===== config.mk =====
export PLATFORM = sky130hd
export DESIGN_NAME = uart_tx_scheduler
export DESIGN_NICKNAME = d
export VERILOG_FILES = /design/src/rtl/uart_pkg.sv /design/src/rtl/uart_tx_scheduler_rr_arbiter.sv /design/src/rtl/uart_tx_scheduler.sv
export SDC_FILE = /design/constraint.sdc
export NUM_CORES = 1
export LEC_CHECK = 0
export ABC_CLOCK_PERIOD_IN_PS = 2510
export BUFFER_PORTS_ARGS = -buffer_cell sky130_fd_sc_hd__clkbuf_2
export CORE_MARGIN = 2
export CORE_UTILIZATION = 45
export DETAILED_ROUTE_END_ITERATION = 16
export PLACE_DENSITY = 0.77
export SETUP_SLACK_MARGIN = 0.5
export SKIP_CTS_REPAIR_TIMING = 1
export SLEW_MARGIN = 20
export SYNTH_ARGS = -nofsm -noshare
export SYNTH_HDL_FRONTEND = slang
export SYNTH_HIERARCHICAL = 1
export SYNTH_SLANG_ARGS = --single-unit

===== constraint.sdc =====
create_clock -name clk -period 2.51 [get_ports clk]
set_input_delay 0.251 -clock clk [delete_from_list [all_inputs] [get_ports clk]]
set_output_delay 0.251 -clock clk [all_outputs]
set_load 0.01 [all_outputs]

===== src/rtl/uart_pkg.sv =====
// Shared constants and types for the UART transmit scheduler.
// Holds the transmitter state codes, the word width and the scheduler FSM state enum.
package uart_pkg;

    localparam int UART_WORD_W = 9;

    localparam logic [3:0] IDLE_S  = 4'h0;
    localparam logic [3:0] START_S = 4'h1;
    localparam logic [3:0] STOP_S  = 4'hB;

    typedef enum logic [1:0] {
        ST_IDLE = 2'd0,
        ST_REQ  = 2'd1,
        ST_SEND = 2'd2,
        ST_DONE = 2'd3
    } sched_state_t;

endpackage


===== src/rtl/uart_tx_scheduler_rr_arbiter.sv =====
// Combinational round-robin search: first eligible requester at or after ptr, wrapping upward.
// Produces a one-hot grant, its index and a valid flag.
module rr_arbiter #(
    parameter int N  = 4,
    parameter int IW = $clog2(N)
) (
    input  logic [N-1:0]  eligible,
    input  logic [IW-1:0] ptr,
    output logic [N-1:0]  grant_oh,
    output logic [IW-1:0] grant_idx,
    output logic          grant_any
);

    int cand;

    always_comb begin
        grant_oh  = '0;
        grant_idx = '0;
        grant_any = 1'b0;
        cand      = 0;
        for (int i = 0; i < N; i++) begin
            cand = int'(ptr) + i;
            if (cand >= N) begin
                cand = cand - N;
            end
            if (!grant_any && eligible[cand]) begin
                grant_any      = 1'b1;
                grant_oh[cand] = 1'b1;
                grant_idx      = IW'(cand);
            end
        end
    end

endmodule


===== src/rtl/uart_tx_scheduler.sv =====
// Round-robin scheduler sharing one UART transmitter among NUM_CLIENTS requesters.
// Optional watchdog abort is compiled in with UART_TX_SCHED_WDOG_EN.
//
// state   | meaning
// --------+------------------------------------------------------------
// IDLE    | no frame in flight; arbitrate among enabled requesters
// REQ     | tx_request high, waiting for the transmitter to report START
// SEND    | frame in progress, word frozen, waiting for STOP
// DONE    | one cycle: ack client, count frame, advance rr pointer
module uart_tx_scheduler #(
    parameter int NUM_CLIENTS = 4,
    parameter int WDOG_CYCLES = 1024
) (
    input  logic                                   clk,
    input  logic                                   reset,
    input  logic [NUM_CLIENTS-1:0]                 cl_req,
    input  logic [NUM_CLIENTS*9-1:0]               cl_data,
    output logic [NUM_CLIENTS-1:0]                 cl_ack,
    input  logic [NUM_CLIENTS-1:0]                 cfg_enable,
    output logic                                   tx_request,
    output logic [8:0]                             tx_data,
    input  logic [3:0]                             tx_state,
    output logic                                   busy,
    output logic [$clog2(NUM_CLIENTS)-1:0]         grant_id,
    output logic [15:0]                            frames_sent,
    output logic                                   wdog_err
);
    import uart_pkg::*;

    localparam int IW = $clog2(NUM_CLIENTS);

    sched_state_t             state, state_next;
    logic [NUM_CLIENTS-1:0]   eligible;
    logic [NUM_CLIENTS-1:0]   grant_oh;
    logic [IW-1:0]            arb_idx;
    logic                     arb_any;
    logic [IW-1:0]            rr_ptr;
    logic [IW-1:0]            ptr_after;
    logic [UART_WORD_W-1:0]   sel_word;
    logic                     abort;

    assign eligible = cl_req & cfg_enable;
    assign busy     = (state != ST_IDLE);

    rr_arbiter #(.N(NUM_CLIENTS), .IW(IW)) u_rr_arbiter (
        .eligible  (eligible),
        .ptr       (rr_ptr),
        .grant_oh  (grant_oh),
        .grant_idx (arb_idx),
        .grant_any (arb_any)
    );

    always_comb begin
        sel_word = '0;
        for (int i = 0; i < NUM_CLIENTS; i++) begin
            if (grant_oh[i]) begin
                sel_word = sel_word | cl_data[i*UART_WORD_W +: UART_WORD_W];
            end
        end
    end

    assign ptr_after = (grant_id == IW'(NUM_CLIENTS - 1)) ? '0 : grant_id + 1'b1;

`ifdef UART_TX_SCHED_WDOG_EN
    // Down-counter reloaded on every state change; terminal count at zero aborts the frame.
    localparam logic [15:0] WDOG_LOAD = 16'(WDOG_CYCLES - 1);

    logic [15:0] wdog_cnt;

    assign abort = ((state == ST_REQ) || (state == ST_SEND)) && (wdog_cnt == 16'd0);

    always_ff @(posedge clk or negedge reset) begin
        if (!reset) begin
            wdog_cnt <= WDOG_LOAD;
            wdog_err <= 1'b0;
        end else begin
            wdog_err <= abort;
            if (state_next != state) begin
                wdog_cnt <= WDOG_LOAD;
            end else if (busy && (wdog_cnt != 16'd0)) begin
                wdog_cnt <= wdog_cnt - 16'd1;
            end
        end
    end
`else
    assign abort    = 1'b0;
    assign wdog_err = 1'b0;
`endif

    always_ff @(posedge clk or negedge reset) begin
        if (!reset) begin
            state <= ST_IDLE;
        end else begin
            state <= state_next;
        end
    end

    always_comb begin
        state_next = state;
        case (state)
            ST_IDLE: if (arb_any) state_next = ST_REQ;
            ST_REQ: begin
                if (abort)                   state_next = ST_IDLE;
                else if (tx_state == START_S) state_next = ST_SEND;
            end
            ST_SEND: begin
                if (abort)                   state_next = ST_IDLE;
                else if (tx_state == STOP_S)  state_next = ST_DONE;
            end
            ST_DONE: state_next = ST_IDLE;
            default: state_next = ST_IDLE;
        endcase
    end

    always_ff @(posedge clk or negedge reset) begin
        if (!reset) begin
            tx_request  <= 1'b0;
            tx_data     <= '0;
            cl_ack      <= '0;
            grant_id    <= '0;
            frames_sent <= '0;
            rr_ptr      <= '0;
        end else begin
            cl_ack <= '0;
            case (state)
                ST_IDLE: begin
                    if (arb_any) begin
                        tx_data    <= sel_word;
                        grant_id   <= arb_idx;
                        tx_request <= 1'b1;
                    end
                end
                ST_REQ: begin
                    if (abort) begin
                        tx_request <= 1'b0;
                        rr_ptr     <= ptr_after;
                    end else if (tx_state == START_S) begin
                        tx_request <= 1'b0;
                    end
                end
                ST_SEND: begin
                    if (abort) begin
                        rr_ptr <= ptr_after;
                    end else if (tx_state == STOP_S) begin
                        cl_ack[grant_id] <= 1'b1;
                    end
                end
                ST_DONE: begin
                    frames_sent <= frames_sent + 16'd1;
                    rr_ptr      <= ptr_after;
                end
                default: ;
            endcase
        end
    end

endmodule


Word-level counts from Yosys, hierarchy flattened. Cells that the tools add are included.

Shift operators: 0. Add/subtract/negate cells: 9. Multipliers: 0. Eq/ne operators: 9. $lt $le $gt $ge: 14. Bitwise gates (word level): 7. Div/mod/pow operators: 0. Mux-type cells: 52. Reductions and logical operators: 17.

Operators with widths (number): 32-bit by 1-bit greater-or-equal comparator with 1-bit output, second input constant (4); 32-bit by 4-bit < comparator with 1-bit output, second input constant (4); 32-bit two-way mux (4); 32-bit by 4-bit greater-or-equal comparator with 1-bit output, second input constant (3); 32-bit by 4-bit subtractor with 32-bit output, second input constant (3); 9-bit two-way mux (4); 9-bit bitwise OR (3); 4-bit two-way mux (6); 1-bit two-way mux (19); 16-bit by 1-bit adder with 16-bit output, second input constant (1); 2-bit two-way mux (8); 4-bit bitwise OR (3); 1-bit demux with 2-bit select (5); 1-bit binary-select mux with 2-bit select (4); 1-bit logical AND (8); 2-bit case mux with 4 select lines (1); 2-bit by 2-bit adder with 3-bit output, second input constant (2); 2-bit equality test, second input constant (3); 2-bit inequality test, second input constant (3); 3-bit AND reduction (2); 4-bit AND (1); 4-bit by 1-bit equality test with 1-bit output, second input constant (1); 4-bit equality test, second input constant (1); 2-bit nonzero test (2); 11 further kinds (13).

Input bits: 50. RAM bits: 0. Bits in latches: 0. Word-level logic and storage cells: 115. ROM bits: 0. Output and inout bits: 34. Bits in registers: 36. Memories: 0.

Logic depth before layout (Yosys ltp). Gate-level depths: netlist of run 1.

Word-level depth: 22. Gate-level depth with buffers: 12. Mapped depth without buffers: 9.

Modules after synthesis. Netlist of run 1, hierarchy kept.

Modules (own cells, without submodules): uart_tx_scheduler (area an instance 1784.2 um^2, cells each 161, times used 1); rr_arbiter (area an instance 460.4 um^2, cells each 48, times used 1).

Worst setup path before layout of run 1. No wires, ideal clock.

Path type: register to register. From: reg rr_ptr[0]. To: reg tx_data[0]. Stages on the path, launching flop included: 13. Path buffers: 3. Slack: -0.112 ns. Data arrival time: 2.540 ns. Cell sequence: dfrtp_1 buf_6 inv_1 ha_1 mux4_2 buf_6 nor4b_4 a22oi_1 o21ai_0 clkbuf_1 a22o_1 a221oi_1 o21ai_0.

Cells in the longest elaborated chain, start to end: 22. Elaborated cells on any way between the ends: 72. Those cells by class: 7 x add/sub; 12 x order compare; 36 x mux; 6 x bitwise; 11 x reduce/logical.

RTL lines: from (decl) (RTL line uart_tx_scheduler.sv:37) `logic [IW-1:0] rr_ptr;`; from (signal assigned) (RTL line uart_tx_scheduler.sv:136) `rr_ptr <= ptr_after;`; from (signal assigned) (RTL line uart_tx_scheduler.sv:143) `rr_ptr <= ptr_after;`; from (signal assigned) (RTL line uart_tx_scheduler.sv:150) `rr_ptr <= ptr_after;`; branches (longest 14 deep; another with 32-bit by 4-bit subtractor with 32-bit output); 4-bit two-way mux (*) (RTL line uart_tx_scheduler_rr_arbiter.sv:26) `if (!grant_any && eligible[cand]) begin`; via grant_oh[0] (RTL line uart_tx_scheduler.sv:34) `logic [NUM_CLIENTS-1:0] grant_oh;`; 9-bit two-way mux (*) (RTL line uart_tx_scheduler.sv:56) `if (grant_oh[i]) begin`; 9-bit bitwise OR (RTL line uart_tx_scheduler.sv:57) `sel_word = sel_word | cl_data[i*UART_WORD_W +: UART_WORD_W];`; 9-bit two-way mux (*) (RTL line uart_tx_scheduler.sv:56); 9-bit bitwise OR (RTL line uart_tx_scheduler.sv:57); 9-bit two-way mux (*) (RTL line uart_tx_scheduler.sv:56); 9-bit bitwise OR (RTL line uart_tx_scheduler.sv:57); 9-bit two-way mux (*) (RTL line uart_tx_scheduler.sv:56); to (signal assigned) (RTL line uart_tx_scheduler.sv:128) `tx_data <= sel_word;`; to (decl) (RTL line uart_tx_scheduler.sv:21) `output logic [8:0] tx_data,`.

Mark *: on every way through the listed nets, which the timed path passes. The select of a mux whose other input is x is not followed. A chain may end at the register's enable or synchronous reset.

Final worst setup path of run 1. Same ends and word-level chain as after synthesis.

==> impl_metrics.env, run 1 <==
export IMPL_status="finished clean"
export IMPL_filler_cell_count=410
export IMPL_synth_compound_area_share_pct=16.11
export IMPL_synth_mux_area_share_pct=9.420
export IMPL_seq_area_um2=903.4
export IMPL_layout_cells_non_filler=377
export IMPL_fin_nets=376
export IMPL_cap_violations=0
export IMPL_slew_viol_final=0
export IMPL_synth_cells=209
export IMPL_syn_nets=276
export IMPL_io_pins=84
export IMPL_hold_violations=0
export IMPL_area_growth_pct=33.83
export IMPL_firstDrtPassIters=4
export IMPL_synth_area_leaders="dfrtp_1, ha_1, xnor2_1, mux2_2, o21ai_0"
export IMPL_root_buffer="clkbuf_8"
export IMPL_synthFlopType="dfrtp_1"
export IMPL_cts_sinks=36
export IMPL_antenna_left=0
export IMPL_ir_drop_v=0.0004323
export IMPL_rows=25
export IMPL_synth_seq_area_share_pct=40.13
export IMPL_async_flop_share_pct=100.0
export IMPL_cts_htree_levels=2
export IMPL_core_area_um2=4755
export IMPL_track_usage_pct=18.59
export IMPL_clk_latency_ns=0.29
export IMPL_cts_tree="yes"
export IMPL_yosys_area_share_adder_pct=9.476
export IMPL_cts_buffers=5
export IMPL_synth_top_area_share_pct=40.13
export IMPL_cts_max_path_buffers=2
export IMPL_setup_worst_path_start_class="flop"
export IMPL_antenna_found_initial=0
export IMPL_synthXorXnorAreaFrac_pct=5.853
export IMPL_synth_edff_count=0
export IMPL_dieArea_um2=5569
export IMPL_drc=0
export IMPL_grt_overflow_total=0
export IMPL_preCtsSetupSlack_ns=-0.1055
export IMPL_holdWs_ns=0.07908
export IMPL_synth_area_per_cell_um2=10.74
export IMPL_n_antenna_cell=0
export IMPL_drive_gt1_share_pct=45.48
export IMPL_dp_cells=360
export IMPL_wl_per_cell_um=13.92
export IMPL_cp_required_ns=2.68
export IMPL_fin_crit_ns=2.462
export IMPL_multi_input_area_um2=1276
export IMPL_yosys_area_share_simple_pct=13.66
export IMPL_startpoint="rr_ptr[0]"
export IMPL_die_height_um=74.63
export IMPL_worstPathArrival_ns=2.63
export IMPL_gp_congestion=0.8142
export IMPL_die_width_um=74.63
export IMPL_critical_path_peak_fanout=9
export IMPL_finalClockSkew_ns=0.002668
export IMPL_synth_distinct_cells=40
export IMPL_io_buffers=82
export IMPL_grt_pass1_vias=1796
export IMPL_yosysTopAreaCell="dfrtp_1"
export IMPL_rr_startpoint="rr_ptr[0]"
export IMPL_pwr_density_cell_nw_per_um2=1120
export IMPL_dp_hpwl_um=3901
export IMPL_p_leak_uw=0.001507
export IMPL_fmax_ghz=0.4062
export IMPL_grt_max_degree=37
export IMPL_synth_top_family_by_area="compound AO/OA/AOI/OAI gates"
export IMPL_yosys_warnings=6
export IMPL_setup_ws_ns=0.04827
export IMPL_yosys_register_bits=36
export IMPL_start_util_pct=47.21
export IMPL_grt_setup_unrepaired="true"
export IMPL_max_slew_margin_pct=39.49
export IMPL_syn_cell_area_um2=2245
export IMPL_drtIter0Drc=73
export IMPL_vias_per_cell=5.196
export IMPL_drt_wl_total_um=5246
export IMPL_hp_class="in -> async"
export IMPL_finalSetupViolCount=0
export IMPL_end_kind="flop"
export IMPL_worst_pin_slew_ns=0.9076
export IMPL_grt_pass1_wl_um=7872
export IMPL_post_route_period_util_pct=98.08
export IMPL_clk_pin_slew_ns=0.07
export IMPL_vias=1959
export IMPL_critical_path_class="reg -> reg"
[per-layer routing]
metal | track usage (%) | part of all wire [%] | vias to the layer above
met2 | 30.97 | 47 | 71
met1 | 22.75 | 44 | 919
met4 | 6.944 | 1.1 | 0
li1 | - | - | 963
met5 | 0 | 0 | -
met3 | 5.756 | 6.9 | 6
[area by class of cell]
type / count / area share (%)
clock inverters: 1 / 0.2499
flip-flops and latches: 36 / 30.07
multi-input cells: 149 / 42.48
clock buffers: 7 / 2.874
well taps: 67 / 2.791
inverters: 13 / 1.708
repair buffers: 104 / 19.83
[stage by stage]
stage / util (%) / power [µW] / setup TNS [ns] / instance area [µm²]
floorplan: - / 2166 / 0 / 2275
detailed placement: 58.63 / 2673 / -0.2656 / 2788
global placement: 58.63 / 2625 / -0.007907 / 2788
global route: 63.18 / 3631 / -0.3953 / 3004
CTS: 60.61 / 3122 / -0.3096 / 2882
finish: 63.18 / 3363 / 0 / 3004
[synth_stat cells (2+ instances only)]
master and number:
inv_1 13, and4_4 2, nor3_1 2, mux2_2 8
a22o_1 9, a22oi_1 8, nand3_1 6, nand4_1 4
a221oi_1 9, ha_1 17, xor2_1 3, nand2_1 15
mux4_1 3, and2_1 8, dfrtp_1 36, clkbuf_1 6
nor2_1 8, xnor2_1 12, o21ai_0 16, buf_6 3
mux2i_1 2
[path summary, 6_finish.rpt]
kind,to,depth (start not counted),slack [ns]
hold reg to reg,tx_data[4],2,0.49
min in group clk,tx_data[5],3,0.24
hold / removal,frames_sent[3],1,0.08
setup / recovery,tx_data[0],10,0.05
setup reg to reg,tx_data[0],10,0.05
max in group asynchronous,rr_ptr[0],1,1.81
[cells in the final DEF (no fill, tap or decap), types with 2 or more instances in the layout]
| cell | count |
|---|---|
| a221oi_1 | 2 |
| a221oi_2 | 8 |
| a22o_1 | 9 |
| a22oi_1 | 8 |
| and2_1 | 8 |
| and4_4 | 2 |
| buf_12 | 2 |
| buf_2 | 2 |
| buf_4 | 18 |
| clkbuf_2 | 82 |
| clkbuf_8 | 6 |
| dfrtp_1 | 34 |
| dfrtp_2 | 2 |
| ha_1 | 16 |
| inv_1 | 11 |
| mux2_2 | 8 |
| mux2i_1 | 2 |
| mux4_2 | 3 |
| nand2_1 | 15 |
| nand3_1 | 6 |
| nand4_1 | 4 |
| nor2_1 | 8 |
| nor3_1 | 2 |
| o21ai_0 | 4 |
| o21ai_1 | 12 |
| xnor2_1 | 12 |
| xor2_1 | 3 |
[flip-flops by register name (all words and copies together) (netlist names)]
signal,cells
state,2
cl_ack,4
frames_sent,16
tx_data,9
tx_request,1
grant_id,2
rr_ptr,2
[worst max-delay path, cell delays in order (launching register included)]
cell and delay, ns:
dfrtp_2 0.46, inv_4 0.06, ha_4 0.27, mux4_2 0.37, buf_4 0.18, a22oi_1 0.21, o21ai_0 0.10, buf_4 0.17
a22o_1 0.22, a221oi_2 0.21, o21ai_1 0.09
[power breakdown]
part,switching [µW],internal (µW),total [µW],leakage (µW)
clock network,215,223,438,0.0000445
registers,170,743,913,0.000469
logic,982,1030,2010,0.000994
total,1370,2000,3360,0.00151
[kinds of logic (layout without fill, tap and decap cells)]
kind of cell               after synthesis  in the layout
other                                    1              1
buffers and inverters                   24            125
AOI/OAI and AO/OA                       49             49
adders and majority gates               17             17
xor gates and xnor gates                15             15
DFF                                     36             36
muxes                                   14             14
and+or+nand+nor                         53             53
Note: power is estimated with default switching activity, not from simulation.
==> inputs of run 2 (changes only) <==
--- a/config.mk
+++ b/config.mk
@@ -10,7 +10,7 @@
 export CORE_MARGIN = 2
 export CORE_UTILIZATION = 45
 export DETAILED_ROUTE_END_ITERATION = 16
-export PLACE_DENSITY = 0.77
+export PLACE_DENSITY_LB_ADDON = 0.1
 export SETUP_SLACK_MARGIN = 0.5
 export SKIP_CTS_REPAIR_TIMING = 1
 export SLEW_MARGIN = 20
==> run 2 against run 1 <==
Compared with the run above:
- sequential share of layout area shrank 1.3 points
- largest cell class unchanged
- global-route usage shrank 0.37 points
- cell count grew 1.3%
- wire length up 0.46%
- clock power down 2%
- final area up 4.7%
- critical path depth did not move
==> impl_metrics.env, run 2 (synthesis gave the netlist of run 1 again) <==
export IMPL_final_common_cell="clkbuf_2"
export IMPL_fin_crit_ns=2.414
export IMPL_status="finished clean"
export IMPL_reg_top3="frames_sent (16), tx_data (9), cl_ack (4)"
export IMPL_antenna_left=0
export IMPL_hp_class="in -> async"
export IMPL_grt_pass1_wl_um=7707
export IMPL_startpoint="rr_ptr[0]"
export IMPL_drtIter0Drc=70
export IMPL_die_width_um=74.63
export IMPL_preCtsSetupSlack_ns=-0.02045
export IMPL_wl_met2_um=2514
export IMPL_dp_hpwl_um=3902
export IMPL_seq_power_share_pct=24.5
export IMPL_core_area_um2=4755
export IMPL_drt_wl_total_um=5270
export IMPL_largest_register="frames_sent"
export IMPL_io_pins=84
export IMPL_fin_nets=381
export IMPL_rows=25
export IMPL_p_leak_uw=0.001567
export IMPL_clkPwrFrac_pct=11.7
export IMPL_cts_htree_levels=2
export IMPL_rr_endpoint="tx_data[7]"
export IMPL_track_usage_pct=18.22
export IMPL_rrSetupSlack_ns=0.1
export IMPL_dieArea_um2=5569
export IMPL_area_growth_pct=40.08
export IMPL_io_buffers=82
export IMPL_finalSetupViolCount=0
export IMPL_n_antenna_cell=0
export IMPL_wl_met3_um=386
export IMPL_cts_sinks=36
export IMPL_cp_required_ns=2.72
export IMPL_p_sw_share_pct=40.61
export IMPL_clk_latency_ns=0.29
export IMPL_hold_violations=0
export IMPL_start_util_pct=47.21
export IMPL_firstDrtPassIters=4
export IMPL_root_buffer="clkbuf_8"
export IMPL_largest_register_ffs=16
export IMPL_setup_ws_ns=0.09590
export IMPL_dp_cells=363
export IMPL_top_layer="met4"
export IMPL_worstPathArrival_ns=2.62
export IMPL_critical_path_peak_fanout=5
export IMPL_fmax_ghz=0.4142
export IMPL_slew_viol_final=0
export IMPL_grt_pass1_vias=1713
export IMPL_cap_violations=0
export IMPL_cts_buffers=5
export IMPL_layout_cells_non_filler=382
export IMPL_ir_drop_v=0.0006958
export IMPL_grt_overflow_total=0
export IMPL_end_kind="flop"
export IMPL_pwr_density_cell_nw_per_um2=1167
export IMPL_max_slew_margin_pct=41.90
export IMPL_cts_max_path_buffers=2
export IMPL_post_route_period_util_pct=96.18
export IMPL_wl_per_cell_um=13.80
export IMPL_finalClockSkew_ns=0.008729
export IMPL_p_int_uw=2180
export IMPL_drc=0
export IMPL_worst_pin_slew_ns=0.8715
export IMPL_drive_gt1_share_pct=49.52
export IMPL_critical_path_class="reg -> reg"
export IMPL_ff2ff_path_depth=10
export IMPL_cts_tree="yes"
export IMPL_vias=1959
export IMPL_drt_met1_wl_um=2328
export IMPL_gp_congestion=0.8044
export IMPL_filler_cell_count=404
export IMPL_mostFrequentLayoutCells="clkbuf_2, dfrtp_1, buf_4, ha_1, nand2_1"
export IMPL_switchingPower_uw=1490
export IMPL_rr_startpoint="rr_ptr[0]"
export IMPL_antenna_found_initial=0
export IMPL_grt_max_degree=37
export IMPL_setup_worst_path_start_class="flop"
export IMPL_grt_setup_unrepaired="true"
export IMPL_clk_pin_slew_ns=0.08
export IMPL_die_height_um=74.63
export IMPL_vias_per_cell=5.128
export IMPL_pwr_share_comb_pct=63.9
==> run 2: how the worst max path moves through the flow <==
stage | end | cells after the start
2_1_floorplan | tx_data[8] | 12
3_3_place_gp | tx_data[4] | 10
6_report | tx_data[7] | 10
3_5_place_dp | tx_data[4] | 10
4_1_cts | tx_data[2] | 10
5_1_grt | tx_data[7] | 10
==> run 2: through the flow <==
step	TNS (ns)	hold slack, ns	util, %	cell area (µm²)	power [µW]
6_report	0	0.06769	66.13	3144	3670
5_1_grt	-0.09655	0.1269	66.13	3144	3962
4_1_cts	-0.09157	0.09897	61.08	2904	3162
3_5_place_dp	-0.02883	0.4134	59.11	2810	2724
3_3_place_gp	0	0.4250	59.11	2810	2695
2_1_floorplan	0	-0.04459	-	2275	2166
==> run 2: routing by layer <==
metal	vias up	track usage [%]
met1	920	24.14
met4	0	4.167
met3	7	5.221
li1	972	-
met2	60	29.89
met5	-	0
==> run 2: layout make-up <==
| class | instances | area (µm²) | area share [%] |
|---|---|---|---|
| clock buffer | 7 | 86.33 | 2.746 |
| clock inverter | 1 | 7.507 | 0.2388 |
| inverter | 13 | 51.30 | 1.632 |
| multi-input combinational | 149 | 1370 | 43.57 |
| sequential | 36 | 903.4 | 28.73 |
| tap | 67 | 83.83 | 2.666 |
| timing repair buffer | 109 | 641.9 | 20.41 |
==> run 2: critical path, cell delays in order (launching register included) <==
cell and delay, ns:
dfrtp_2 0.44, inv_4 0.05, ha_4 0.27, mux4_2 0.38
nor4b_4 0.42, a22oi_1 0.14, o21ai_2 0.10, buf_2 0.18
a22o_1 0.17, a221oi_2 0.04, o21ai_0 0.13
==> run 2: power groups by stage <==
stage | sequential (µW) | clock [µW] | combinational [µW]
floorplan | 947 | 0 | 1220
global placement | 902 | 0 | 1790
detailed placement | 907 | 0 | 1820
CTS | 895 | 442 | 1820
global route | 928 | 477 | 2560
finish | 899 | 428 | 2340
